==> src/rtl/imm_encoder_if.sv <==
// rtl/imm_encoder_if.sv - request/response bundle for the immediate encoder
interface imm_encoder_if;
  logic        in_valid;
  logic        in_ready;
  logic [2:0]  ImmSel;
  logic [31:0] base_instr;
  logic [31:0] imm;
  logic        out_valid;
  logic        out_ready;
  logic [31:0] Instr;
  logic        imm_err;
  logic [7:0]  err_count;

  modport slave (
    input  in_valid, ImmSel, base_instr, imm, out_ready,
    output in_ready, out_valid, Instr, imm_err, err_count
  );

  modport master (
    output in_valid, ImmSel, base_instr, imm, out_ready,
    input  in_ready, out_valid, Instr, imm_err, err_count
  );
endinterface

==> src/rtl/imm_encoder.sv <==
// rtl/imm_encoder.sv - two-stage RISC-V immediate packer with range check
module imm_encoder (
  input  logic         clk,
  input  logic         rst_n,
  imm_encoder_if.slave bus
);
  typedef enum logic [2:0] {
    SEL_NONE = 3'd0,
    SEL_I    = 3'd1,
    SEL_S    = 3'd2,
    SEL_B    = 3'd3,
    SEL_J    = 3'd4,
    SEL_U    = 3'd5
  } sel_e;

  logic        s1_valid_q, s1_valid_d;
  sel_e        s1_sel_q, s1_sel_d;
  logic [31:0] s1_base_q, s1_base_d;
  logic [31:0] s1_imm_q, s1_imm_d;
  logic        s1_err_q, s1_err_d;

  logic        s2_valid_q, s2_valid_d;
  logic [31:0] instr_q, instr_d;
  logic        err_q, err_d;
  logic [7:0]  err_count_q, err_count_d;

  sel_e        sel_in;
  logic        fits12, fits13, fits21;
  logic        range_err;
  logic [31:0] clr_mask, field, packed_instr;
  logic        s2_ready, in_ready;

  // Selects 6 and 7 collapse onto "none" so later stages see only legal codes.
  always_comb begin
    sel_in = SEL_NONE;
    case (bus.ImmSel)
      3'd1:    sel_in = SEL_I;
      3'd2:    sel_in = SEL_S;
      3'd3:    sel_in = SEL_B;
      3'd4:    sel_in = SEL_J;
      3'd5:    sel_in = SEL_U;
      default: sel_in = SEL_NONE;
    endcase
  end

  always_comb begin
    fits12    = (&bus.imm[31:11]) || !(|bus.imm[31:11]);
    fits13    = (&bus.imm[31:12]) || !(|bus.imm[31:12]);
    fits21    = (&bus.imm[31:20]) || !(|bus.imm[31:20]);
    range_err = 1'b0;
    case (sel_in)
      SEL_I, SEL_S: range_err = !fits12;
      SEL_B:        range_err = !fits13 || bus.imm[0];
      SEL_J:        range_err = !fits21 || bus.imm[0];
      SEL_U:        range_err = |bus.imm[11:0];
      default:      range_err = 1'b0;
    endcase
  end

  // Packing happens on stage-1 contents; out-of-range values are truncated.
  always_comb begin
    clr_mask = 32'h0000_0000;
    field    = 32'h0000_0000;
    case (s1_sel_q)
      SEL_I: begin
        clr_mask = 32'hFFF0_0000;
        field    = {s1_imm_q[11:0], 20'b0};
      end
      SEL_S: begin
        clr_mask = 32'hFE00_0F80;
        field    = {s1_imm_q[11:5], 13'b0, s1_imm_q[4:0], 7'b0};
      end
      SEL_B: begin
        clr_mask = 32'hFE00_0F80;
        field    = {s1_imm_q[12], s1_imm_q[10:5], 13'b0,
                    s1_imm_q[4:1], s1_imm_q[11], 7'b0};
      end
      SEL_J: begin
        clr_mask = 32'hFFFF_F000;
        field    = {s1_imm_q[20], s1_imm_q[10:1], s1_imm_q[11],
                    s1_imm_q[19:12], 12'b0};
      end
      SEL_U: begin
        clr_mask = 32'hFFFF_F000;
        field    = {s1_imm_q[31:12], 12'b0};
      end
      default: begin
        clr_mask = 32'h0000_0000;
        field    = 32'h0000_0000;
      end
    endcase
    packed_instr = (s1_base_q & ~clr_mask) | field;
  end

  assign s2_ready      = !s2_valid_q || bus.out_ready;
  assign in_ready      = !s1_valid_q || s2_ready;
  assign bus.in_ready  = in_ready;
  assign bus.out_valid = s2_valid_q;
  assign bus.Instr     = instr_q;
  assign bus.imm_err   = err_q;
  assign bus.err_count = err_count_q;

  always_comb begin
    s1_valid_d  = s1_valid_q;
    s1_sel_d    = s1_sel_q;
    s1_base_d   = s1_base_q;
    s1_imm_d    = s1_imm_q;
    s1_err_d    = s1_err_q;
    s2_valid_d  = s2_valid_q;
    instr_d     = instr_q;
    err_d       = err_q;
    err_count_d = err_count_q;

    if (in_ready) begin
      s1_valid_d = bus.in_valid;
      if (bus.in_valid) begin
        s1_sel_d  = sel_in;
        s1_base_d = bus.base_instr;
        s1_imm_d  = bus.imm;
        s1_err_d  = range_err;
      end
    end

    if (s2_ready) begin
      s2_valid_d = s1_valid_q;
      if (s1_valid_q) begin
        instr_d = packed_instr;
        err_d   = s1_err_q;
      end
    end

    if (s2_valid_q && bus.out_ready && err_q && (err_count_q != 8'hFF)) begin
      err_count_d = err_count_q + 8'd1;
    end
  end

  always_ff @(posedge clk or negedge rst_n) begin
    if (!rst_n) begin
      s1_valid_q  <= 1'b0;
      s1_sel_q    <= SEL_NONE;
      s1_base_q   <= 32'h0;
      s1_imm_q    <= 32'h0;
      s1_err_q    <= 1'b0;
      s2_valid_q  <= 1'b0;
      instr_q     <= 32'h0;
      err_q       <= 1'b0;
      err_count_q <= 8'h0;
    end else begin
      s1_valid_q  <= s1_valid_d;
      s1_sel_q    <= s1_sel_d;
      s1_base_q   <= s1_base_d;
      s1_imm_q    <= s1_imm_d;
      s1_err_q    <= s1_err_d;
      s2_valid_q  <= s2_valid_d;
      instr_q     <= instr_d;
      err_q       <= err_d;
      err_count_q <= err_count_d;
    end
  end
endmodule
==> src/flat_wrapper.sv <==
// flat-port wrapper written by rule: the top's interface ports become plain ports
module imm_encoder_flat 
  (clk, rst_n, bus_in_valid, bus_ImmSel, bus_base_instr, bus_imm, bus_out_ready, bus_in_ready, bus_out_valid, bus_Instr, bus_imm_err, bus_err_count);
  imm_encoder_if bus_i ();
  input  logic clk;
  input  logic rst_n;
  input wire logic [$bits(bus_i.in_valid)-1:0] bus_in_valid;
  input wire logic [$bits(bus_i.ImmSel)-1:0] bus_ImmSel;
  input wire logic [$bits(bus_i.base_instr)-1:0] bus_base_instr;
  input wire logic [$bits(bus_i.imm)-1:0] bus_imm;
  input wire logic [$bits(bus_i.out_ready)-1:0] bus_out_ready;
  output wire logic [$bits(bus_i.in_ready)-1:0] bus_in_ready;
  output wire logic [$bits(bus_i.out_valid)-1:0] bus_out_valid;
  output wire logic [$bits(bus_i.Instr)-1:0] bus_Instr;
  output wire logic [$bits(bus_i.imm_err)-1:0] bus_imm_err;
  output wire logic [$bits(bus_i.err_count)-1:0] bus_err_count;
  assign bus_i.in_valid = bus_in_valid;
  assign bus_i.ImmSel = bus_ImmSel;
  assign bus_i.base_instr = bus_base_instr;
  assign bus_i.imm = bus_imm;
  assign bus_i.out_ready = bus_out_ready;
  assign bus_in_ready = bus_i.in_ready;
  assign bus_out_valid = bus_i.out_valid;
  assign bus_Instr = bus_i.Instr;
  assign bus_imm_err = bus_i.imm_err;
  assign bus_err_count = bus_i.err_count;
  imm_encoder u_core (.clk(clk), .rst_n(rst_n), .bus(bus_i));
endmodule
==> config.mk <==
export PLATFORM = sky130hd
export DESIGN_NAME = imm_encoder_flat
export DESIGN_NICKNAME = d
export VERILOG_FILES = /design/src/rtl/imm_encoder_if.sv /design/src/rtl/imm_encoder.sv /design/src/flat_wrapper.sv
export SDC_FILE = /design/constraint.sdc
export NUM_CORES = 1
export LEC_CHECK = 0
export BUFFER_PORTS_ARGS = -buffer_cell sky130_fd_sc_hd__buf_2
export CORE_ASPECT_RATIO = 1.75
export CORE_MARGIN = 10
export CORE_UTILIZATION = 52
export DETAILED_ROUTE_END_ITERATION = 16
export PLACE_DENSITY = 0.81
export SLEW_MARGIN = 5
export SYNTH_ARGS = -nofsm -noshare
export SYNTH_HDL_FRONTEND = slang
export SYNTH_SLANG_ARGS = --single-unit
==> constraint.sdc <==
create_clock -name clk -period 1.6 [get_ports clk]
set_input_delay 0.16 -clock clk [delete_from_list [all_inputs] [get_ports clk]]
set_output_delay 0.16 -clock clk [all_outputs]
set_load 0.03 [all_outputs]
== After elaboration in Yosys (flattened, before gate mapping) ==
Cells that the tools add are included.

* Bits of input ports: 71
* Register bits after elaboration: 111
* Output and inout port bits: 43
* Logic and storage cells: 63

* Mux-type cells: 4
* Add/subtract/negate cells: 1
* Bitwise gates (word level): 3
* Equality and inequality tests: 16
* Reductions and logical operators: 30

{| class="wikitable"
|+ Operators by type and width
! cell !! count
|-
| one-hot mux 32 bit (5 select lines) || 1
|-
| one-hot mux 32 bit (3 select lines) || 1
|-
| bitwise AND 32 bit || 1
|-
| NOT 32 bit || 1
|-
| bitwise OR 32 bit || 1
|-
| OR reduction 12 bit || 2
|-
| AND reduction 21 bit || 1
|-
| OR reduction 21 bit || 1
|-
| AND reduction 20 bit || 1
|-
| OR reduction 20 bit || 1
|-
| == test 3 x 2 -> 1 bit, second input constant || 6
|-
| == test 3 bit, second input constant || 6
|-
| one-hot mux 3 bit (5 select lines) || 1
|-
| AND reduction 12 bit || 1
|-
| == test 3 x 1 -> 1 bit, second input constant || 3
|-
| adder 8 x 1 -> 8 bit, second input constant || 1
|-
| zero test 1 bit || 8
|-
| != test 8 bit, second input constant || 1
|-
| logical OR 1 bit || 7
|-
| OR reduction 2 bit || 3
|-
| one-hot mux 1 bit (4 select lines) || 1
|-
| AND reduction 2 bit || 2
|-
| logical AND 1 bit || 3
|}

== Logic depth before layout (Yosys ltp) ==
Gate-level depths: netlist (run 1).

* Depth after elaboration: 6
* Depth in mapped cells: 6
* Gate-level depth less buffers: 6

== Worst setup path after synthesis (run 1) ==
OpenSTA, ideal clock, no wires.

* Path kind: register to register
* Start point: register u_core.s2_valid_q (netlist: u_core.bus.out_valid)
* End point: register u_core.s1_imm_q[28]
* Arrival: 1733 ps
* Required time: 1475 ps
* Library setup time: 125 ps
* Stages on the path, launching flop included: 5
* Slack: -257 ps
* Buffers on the path: 1
* Clock period less this slack: 1857 ps
* Cells stage by stage: dfrtp_1 nand3b_1 nand2_2 buf_2 mux2_2

* Cells in the longest elaborated chain, start to end: 4

{| class="wikitable"
|+ RTL lines
! item !! RTL line !! RTL
|-
| from (decl) || imm_encoder.sv:22 || <nowiki>logic s2_valid_q, s2_valid_d;</nowiki>
|-
| from (signal assigned) || imm_encoder.sv:154 || <nowiki>s2_valid_q <= s2_valid_d;</nowiki>
|-
| zero test 1 bit || imm_encoder.sv:95 || <nowiki>assign s2_ready = !s2_valid_q || bus.out_ready;</nowiki>
|-
| logical OR 1 bit || imm_encoder.sv:95 ||
|-
| logical OR 1 bit || imm_encoder.sv:96 || <nowiki>assign in_ready = !s1_valid_q || s2_ready;</nowiki>
|-
| net bus_in_ready || flat_wrapper.sv:12 || <nowiki>output wire logic [$bits(bus_i.in_ready)-1:0] bus_in_ready;</nowiki>
|-
| AND reduction 2 bit (no source line) || -- ||
|-
| to (signal assigned) || imm_encoder.sv:152 || <nowiki>s1_imm_q <= s1_imm_d;</nowiki>
|-
| to (decl) || imm_encoder.sv:19 || <nowiki>logic [31:0] s1_imm_q, s1_imm_d;</nowiki>
|}

The timed path passes the listed nets, and every way through them passes these cells.
A chain may end at the register's enable or synchronous reset.

== Worst setup path in the final report (run 1) ==
* Start point: register u_core.err_count_q[0] (netlist: u_core.bus.err_count[0])
* End point: register u_core.err_count_q[5] (netlist: u_core.bus.err_count[5])

* Cells in the longest elaborated chain, start to end: 2
* Elaborated cells between the ends (all ways): 3
* Classes of those cells: add/sub (1); eq/ne (1); reduce/logical (1)

{| class="wikitable"
|+ RTL lines
! item !! RTL line !! RTL
|-
| from (decl) || imm_encoder.sv:25 || <nowiki>logic [7:0] err_count_q, err_count_d;</nowiki>
|-
| from (signal assigned) || imm_encoder.sv:157 || <nowiki>err_count_q <= err_count_d;</nowiki>
|-
| branches (longest 2 deep; another with adder 8 x 1 -> 8 bit) || -- ||
|}

Parallel ways; which one is timed is not known.

==> results_dict.tcl, run 1 <==
set metrics [dict create \
    drive_above_1_share_pct 43.28 \
    clk_latency_ns 0.35 \
    synth.top_cells.by_area "dfrtp_1 (56%), mux2_2 (18%), mux2i_1 (5.6%)" \
    io_pins 114 \
    port_buffers 113 \
    ys_ff_latch 111 \
    crit_type "flip-flop to flip-flop" \
    synth-edff-count 0 \
    hold_end "u_core.s1_base_q[18]" \
    grt_pass1_wl_um 19580 \
    crit_fanout 4 \
    syn_area_mm2 0.005005 \
    ant_nets 0 \
    coreArea_mm2 0.009409 \
    cts.sinks 111 \
    drt_iter0_drc 176 \
    finalSetupViolations 0 \
    max_stage_delay_ns 0.43 \
    cts_htree_levels 3 \
    holdPathStages 2 \
    die_y_um 149.8 \
    grt_pass1_vias 3988 \
    fmax_mhz 659.8 \
    p_leak_uw 0.002818 \
    reg2regPathDepth 6 \
    synth_top_area_share_pct 55.50 \
    via_per_inst 5.481 \
    num_rows 47 \
    crit_chain "ha_2 -> nand3_1 -> o2111a_2 -> nand4_1 -> nor2_1 -> xor2_1" \
    r2r_end "u_core.bus.err_count[5]" \
    avgSynthCellArea_um2 11.97 \
    arrival_ns 1.79 \
    hp-start "bus_base_instr[18]" \
    gp_congestion 0.8123 \
    slew_headroom_pct 72.59 \
    r2r_slack_ns 0.08 \
    die-area_mm2 0.01410 \
    synth_top_cell_by_area "dfrtp_1" \
    antenna_found_initial 1 \
    global_route.usage.total_pct 17.97 \
    dpl.hpwl_um 9516 \
    final.setup_skew_ns 0.005004 \
    required_ns 1.87 \
    final.setup.tns_ns 0 \
    die_w_um 94.16 \
    peakVddDrop_mv 0.9752 \
    hold_class "input pin to flip-flop" \
    synth_flop_cell "dfrtp_1" \
    clk_pin_slew_worst_paths_ns 0.07 \
    drc 0 \
    outcome "complete, no violations" \
    cts_max_path_buffers 2 \
    grt_overflow_total 0 \
    drv_slew 0 \
    area_growth_pct 23.70 \
    fin_nets 610 \
    start_util_pct 53.19 \
    fin_crit_sh_pct 94.73 \
    syn_nets 490 \
    grt_max_degree 56 \
    cts_made_buffers 9 \
    endpoint_kind "flip-flop" \
    num_vias 3656 \
    worst_pin_slew_ns 0.4080 \
    finalHoldViolCount 0 \
    crit_slowest_cell "dfrtp_2" \
    tritoncts "yes" \
    fillers 724 \
    start_kind "flip-flop" \
    avgRoutedWirePerCell_um 18.77 \
    period_needed_ns 1.516 \
    dr.pass1.iters 4 \
    synthArstFlopShare_pct 100.0 \
    whs_ns 0.03728 \
    yosys_warnings 0 \
    syn_inst 418 \
    synth.top_cells.by_count "dfrtp_1 (111), mux2_2 (78), o21ai_0 (37)" \
    power.density_mw_per_mm2 1380 \
    cap_violations 0 \
    power_uw 8542 \
    cts_root_buf "clkbuf_16" \
    netlist-cell-type-count 31 \
    wl_um 12520 \
    rr_startpoint "u_core.bus.err_count[0]" \
    ys_seq_area_share_pct 55.50 \
    synth.most_common_cell "dfrtp_1" \
]
cell usage in the layout (no fill, tap or decap), types with 2 or more instances in the layout:
cell	n
buf_2	112
dfrtp_1	107
mux2_2	76
o21ai_0	37
nand2_1	35
mux2i_1	28
a21oi_1	22
nor2_1	17
buf_4	12
clkbuf_16	10
nor4_1	9
nand2b_1	8
nand4_1	8
nor3_1	7
buf_12	5
nor2b_1	4
a22oi_1	4
xnor2_1	4
dfrtp_2	4
nand3_1	3
xor2_1	3
diode_2	2
mux2_4	2
a211oi_1	2
and3_1	2
o211ai_1	2
clkinvlp_4	2
bufinv_16	2
kinds of logic (layout without fill, tap and decap cells):
kind of cell / Yosys count / in the layout / synth area share [%]
flip-flops: 111 / 111 / 55.50
multiplexers: 106 / 106 / 23.15
AND/OR/NAND/NOR: 99 / 99 / 9.600
AO/OA/AOI/OAI: 70 / 70 / 7.625
buffers and inverters: 24 / 149 / 2.650
XOR/XNOR: 7 / 7 / 1.225
adder cells (fa/ha/maj): 1 / 1 / 0.2500
other: 0 / 2 / 0
layer usage:
metal  wire length (um)  global-route usage [%]  vias to the layer above
met4                448                   11.22                        0
li1                   -                       -                     1737
met5                  0                       0                        -
met3                654                   4.664                       29
met2               6942                   31.83                       95
met1               4473                   17.96                     1795
what timing repair did:
action / in CTS / in global routing
endpoints found under the setup margin: 0 / 46
resized for setup: 0 / 3
hold buffers: 1 / 0
setup buffers: 0 / 2
hold endpoints to repair: 27 / 0
flip-flops by register name, summed over array words and instances, names as in the netlist, 3 cells and up:
signal / cells
u_core.s1_imm_q: 32
u_core.s1_base_q: 32
u_core.bus.Instr: 32
u_core.bus.err_count: 8
u_core.s1_sel_q: 3
power breakdown:
| part | switching [uW] | internal (uW) | total [uW] | leakage, uW |
|---|---|---|---|---|
| combinational | 1410 | 950 | 2360 | 0.00135 |
| clock | 998 | 1420 | 2420 | 0.000155 |
| sequential | 402 | 3360 | 3760 | 0.00132 |
| total | 2810 | 5730 | 8540 | 0.00282 |
area by class of cell:
type                    instances  area [um^2]  area share [%]
flip-flops and latches        111         2783           44.95
multi-input cells             283         2118           34.22
repair buffers                132        797.0           12.87
clock buffers                  10        239.0           3.860
well taps                     122        152.6           2.466
clock inverters                 6        92.59           1.496
diodes                          2        5.005         0.08084
inverters                       1        3.754         0.06063
how the worst max path moves through the flow:
stage | startpoint | endpoint | slack [ns]
after floorplan | u_core.bus.out_valid | u_core.s1_base_q[10] | -0.11
after global placement | u_core.bus.err_count[0] | u_core.bus.err_count[6] | 0.11
after detailed placement | u_core.bus.err_count[0] | u_core.bus.err_count[7] | 0.02
after CTS | u_core.bus.err_count[0] | u_core.bus.err_count[5] | 0.006
after global routing | u_core.bus.out_valid | u_core.s1_imm_q[10] | -0.003
final | u_core.bus.err_count[0] | u_core.bus.err_count[5] | 0.08
per-stage QoR:
stage / worst slack (ns) / instance area, um^2 / util, % / instances
after detailed placement: 0.02311 / 5793 / 61.57 / 645
final: 0.08430 / 6191 / 65.80 / 667
after CTS: 0.005836 / 6135 / 65.20 / 662
after global placement: 0.1088 / 5793 / 61.57 / 645
after floorplan: -0.1097 / 5052 / - / 418
after global routing: -0.002940 / 6188 / 65.77 / 666
critical path: cells and delay by family (launching register included):
family          cells  cell delay, ns
compound gates      1            0.21
flops               1            0.43
simple gates        3            0.42
fa+ha+maj           1            0.21
xor+xnor            1            0.16
Power figures use the tool's default switching activity.
==> run 2, diff against run 1 <==
--- a/config.mk
+++ b/config.mk
@@ -6,10 +6,12 @@
 export NUM_CORES = 1
 export LEC_CHECK = 0
 export BUFFER_PORTS_ARGS = -buffer_cell sky130_fd_sc_hd__buf_2
+export CAP_MARGIN = 10
 export CORE_ASPECT_RATIO = 1.75
 export CORE_MARGIN = 10
 export CORE_UTILIZATION = 52
 export DETAILED_ROUTE_END_ITERATION = 16
+export MAX_ROUTING_LAYER = met4
 export PLACE_DENSITY = 0.81
 export SLEW_MARGIN = 5
 export SYNTH_ARGS = -nofsm -noshare
==> results_dict.tcl, run 2 (synthesis gave the netlist of run 1 again) <==
set metrics [dict create \
    drive_above_1_share_pct 43.28 \
    dp_cells 645 \
    clk_latency_ns 0.35 \
    drc 0 \
    io_pins 114 \
    final.setup_skew_ns 0.005320 \
    layout_commonest_cell "buf_2" \
    finalHoldViolCount 0 \
    dr.pass1.iters 5 \
    hp-start "bus_base_instr[18]" \
    final_cells 668 \
    tritoncts "yes" \
    cts.sinks 111 \
    crit_slowest_cell "dfrtp_2" \
    grt_pass1_vias 3994 \
    cap_violations 0 \
    num_vias 3662 \
    crit_chain "ha_2 -> nand3_1 -> o2111a_2 -> nand4_1 -> nor2_1 -> xor2_1" \
    fin_crit_sh_pct 94.81 \
    endpoint_kind "flip-flop" \
    cts_htree_levels 3 \
    multi_input_area_mm2 0.002118 \
    fin_nets 610 \
    grt_pass1_wl_um 19540 \
    p_leak_uw 0.002818 \
    max_stage_delay_ns 0.43 \
    power.density_mw_per_mm2 1381 \
    seq_area_mm2 0.002783 \
    gp_congestion 0.8242 \
    avgRoutedWirePerCell_um 18.73 \
    via_per_inst 5.482 \
    port_buffers 113 \
    die_y_um 149.8 \
    global_route.usage.total_pct 18.49 \
    mostFrequentLayoutCells "buf_2 (112), dfrtp_1 (107), mux2_2 (76)" \
    peakVddDrop_mv 0.9684 \
    rr_startpoint "u_core.bus.err_count[0]" \
    dpl.hpwl_um 9516 \
    period_needed_ns 1.517 \
    crit_fanout 4 \
    antenna_found_initial 2 \
    fillers 725 \
    cts_made_buffers 9 \
    wl_um 12510 \
    die_w_um 94.16 \
    clk_pin_slew_worst_paths_ns 0.07 \
    drv_slew 0 \
    cts_max_path_buffers 2 \
    outcome "complete, no violations" \
    grt_max_degree 56 \
    ant_nets 0 \
    fmax_mhz 659.2 \
    crit_type "flip-flop to flip-flop" \
    coreArea_mm2 0.009409 \
    start_kind "flip-flop" \
    num_rows 47 \
    slew_headroom_pct 72.05 \
    hold_class "input pin to flip-flop" \
    worst_pin_slew_ns 0.4161 \
    grt_overflow_total 0 \
    required_ns 1.88 \
    finalSetupViolations 0 \
    die-area_mm2 0.01410 \
    startpoint "u_core.bus.err_count[0]" \
    cts_root_buf "clkbuf_16" \
    fin_util_pct 65.82 \
    arrival_ns 1.79 \
    area_growth_pct 23.75 \
    start_util_pct 53.19 \
    crit_buf_inv 0 \
    drt_iter0_drc 209 \
    cpLargestDelayFamily "flip-flops" \
]
[run 2: cell count changes in the layout (fill, tap and decap cells not counted)]
cell / delta
diode_2: +1
[run 2: routing by layer]
| metal | routed length, um | part of all wire [%] | vias to the layer above | global-route usage [%] |
|---|---|---|---|---|
| met4 | 446 | 3.6 | 0 | 10.69 |
| met3 | 579 | 4.6 | 30 | 4.564 |
| li1 | - | - | 1740 | - |
| met5 | 0 | 0 | - | - |
| met1 | 4562 | 36 | 1807 | 18.40 |
| met2 | 6923 | 55 | 85 | 31.69 |
[run 2: what timing repair did]
item                                    4_1_cts  5_1_grt
gates resized for setup                       0        3
setup buffers                                 0        2
hold endpoints to repair                     27        0
endpoints found under the setup margin        0       45
hold buffers                                  1        0
[run 2: cell type report]
type / instances / area share (%)
multi-input cells: 283 / 34.20
clock inverters: 6 / 1.495
inverters: 1 / 0.06061
repair buffers: 132 / 12.87
diodes: 3 / 0.1212
well taps: 122 / 2.465
flip-flops and latches: 111 / 44.93
clock buffers: 10 / 3.859
[run 2: final timing paths]
check | end | slack [ns] | cells past startpoint
max in group asynchronous | u_core.s1_base_q[25] | 0.70 | 3
worst min-delay path | u_core.s1_base_q[18] | 0.04 | 2
worst max-delay path | u_core.bus.err_count[5] | 0.08 | 6
worst max register to register | u_core.bus.err_count[5] | 0.08 | 6
min in group asynchronous | u_core.s1_base_q[16] | 0.29 | 2
worst min register to register | u_core.bus.Instr[19] | 0.47 | 2
[run 2: stage by stage]
stage / instance area [um^2] / setup WS [ns] / hold slack, ns / setup TNS [ns] / power [uW]
final: 6193 / 0.08310 / 0.03574 / 0 / 8551
after global routing: 6191 / -0.0001569 / 0.03221 / -0.0001569 / 8958
after detailed placement: 5793 / 0.02311 / 0.1060 / 0 / 6166
after floorplan: 5052 / -0.1097 / -0.1356 / -6.826 / 5317
after CTS: 6135 / 0.005836 / 0.02385 / 0 / 8599
after global placement: 5793 / 0.1088 / 0.1036 / 0 / 6026
[run 2: worst reg2reg max path: cells and delay by family, from the launching register on]
family / cells / cell delay (ns)
adders and majority gates: 1 / 0.21
and+or+nand+nor: 3 / 0.42
xor gates and xnor gates: 1 / 0.16
DFF: 1 / 0.43
AOI/OAI and AO/OA: 1 / 0.21
[run 2: power by group]
part,total [uW],switching (uW),internal [uW]
clock,2430,1000,1420
sequential,3760,404,3360
combinational,2360,1410,950
==> run 3, diff against run 2 <==
==> constraint.sdc (replaced) <==
create_clock -name clk -period 1.7 [get_ports clk]
set_input_delay 0.17 -clock clk [delete_from_list [all_inputs] [get_ports clk]]
set_output_delay 0.17 -clock clk [all_outputs]
set_load 0.03 [all_outputs]
==> results_dict.tcl, run 3 (synthesis gave the netlist of run 1 again) <==
set metrics [dict create \
    required_ns 1.93 \
    cts_root_buf "clkbuf_16" \
    period_needed_ns 1.556 \
    outcome "complete, no violations" \
    port_buffers 113 \
    crit_fanout 5 \
    arrival_ns 1.79 \
    dp_cells 645 \
    ant_nets 0 \
    p_int_uw 5609 \
    hold_class "input pin to flip-flop" \
    die_w_um 94.16 \
    drv_slew 0 \
    combPwrFrac_pct 26.4 \
    drt_iter0_drc 220 \
    num_vias 3675 \
    clk_latency_ns 0.35 \
    worst_pin_slew_ns 0.5878 \
    reg2regPathDepth 6 \
    fin_nets 608 \
    final.setup_skew_ns 0.007038 \
    fillers 770 \
    seqPwrFrac_pct 42.7 \
    swShare_pct 32.09 \
    rsz0062_at_grt "false" \
    drc 0 \
    p_leak_uw 0.002803 \
    cts.sinks 111 \
    finalSetupViolations 0 \
    grt_overflow_total 0 \
    cts_max_path_buffers 2 \
    die_y_um 149.8 \
    coreArea_mm2 0.009409 \
    tritoncts "yes" \
    dr.pass1.iters 4 \
    final_cells 664 \
    antenna_found_initial 1 \
    area_growth_pct 22.80 \
    crit_type "flip-flop to flip-flop" \
    clk_pin_slew_worst_paths_ns 0.07 \
    gp_congestion 0.8292 \
    power_uw 8259 \
    io_pins 114 \
    dpl.hpwl_um 9369 \
    multi_input_area_mm2 0.002102 \
    global_route.usage.total_pct 18.73 \
    start_kind "flip-flop" \
    die-area_mm2 0.01410 \
    peakVddDrop_mv 0.6814 \
    fmax_mhz 642.5 \
    switchingPower_uw 2650 \
    finalHoldViolCount 0 \
    seq_area_mm2 0.002779 \
    fin_crit_sh_pct 91.55 \
    cts_made_buffers 9 \
    endpoint_kind "flip-flop" \
    cap_violations 0 \
    grt_pass1_wl_um 19950 \
    wl_um 12470 \
    grt_pass1_vias 4009 \
    num_rows 47 \
    holdPathStages 2 \
    cts_htree_levels 3 \
    p_clk_share_pct 31.0 \
    grt_max_degree 112 \
    start_util_pct 53.19 \
    via_per_inst 5.535 \
    mostFrequentLayoutCells "buf_2 (112), dfrtp_1 (110), mux2_2 (78)" \
    drive_above_1_share_pct 42.14 \
    layout_commonest_cell "buf_2" \
    slew_headroom_pct 60.81 \
    avgRoutedWirePerCell_um 18.78 \
    cts_resized 0 \
    power.density_mw_per_mm2 1344 \
]
## run 3: per-layer routing
layer  vias to the layer above  GRT usage, %  routed length, um
li1                       1746             -                  -
met1                      1803         19.20               4545
met2                       101         32.00               6901
met3                        25         4.213                573
met4                         0         10.31                452
met5                         -             -                  0
## run 3: metrics by stage
step | area (um^2) | setup TNS (ns) | hold slack (ns) | setup slack [ns] | util [%]
floorplan | 5009 | -0.7654 | -0.1256 | -0.01276 | -
global placement | 5756 | 0 | 0.2796 | 0.1835 | 61.17
detailed placement | 5756 | 0 | 0.2968 | 0.1347 | 61.17
CTS | 6136 | 0 | 0.04247 | 0.1210 | 65.21
global route | 6146 | 0 | 0.04231 | 0.0003237 | 65.32
finish | 6146 | 0 | 0.04897 | 0.1437 | 65.32
## run 3: final cells by class
| class | instances | share of cell area [%] |
|---|---|---|
| repair buffers | 130 | 11.97 |
| inverters | 1 | 0.06107 |
| clock inverters | 7 | 2.362 |
| well taps | 122 | 2.484 |
| flip-flops and latches | 111 | 45.22 |
| multi-input cells | 283 | 34.20 |
| diodes | 1 | 0.04072 |
| clock buffers | 9 | 3.664 |
## run 3: what timing repair did
action,4_1_cts,5_1_grt
setup endpoints to repair,0,2
hold buffers,1,0
buffers inserted,0,1
hold endpoints to repair,111,0
## run 3: worst max-delay path, stage by stage, from the launching register on
cell,delay [ns]
dfrtp_1,0.42
ha_1,0.24
nand3_1,0.09
o2111a_2,0.25
and3_4,0.20
nand4_1,0.11
xnor2_1,0.14
## run 3: worst paths after layout
path                                          from                 endpoint  slack, ns
max in group asynchronous                    rst_n     u_core.bus.Instr[30]       0.82
min in group asynchronous                    rst_n  u_core.bus.err_count[2]       0.42
setup / recovery           u_core.bus.err_count[0]  u_core.bus.err_count[6]       0.14
hold reg to reg               u_core.bus.Instr[14]     u_core.bus.Instr[14]       0.48
hold / removal                  bus_base_instr[15]     u_core.s1_base_q[15]       0.05
setup reg to reg           u_core.bus.err_count[0]  u_core.bus.err_count[6]       0.14
## run 3: power groups by stage
stage          combinational [uW]  sequential (uW)  clock [uW]
2_1_floorplan                 931             4050           0
3_3_place_gp                 2120             3530           0
3_5_place_dp                 2200             3570           0
4_1_cts                      2210             3520        2590
5_1_grt                      2360             3590        2690
6_report                     2180             3530        2560
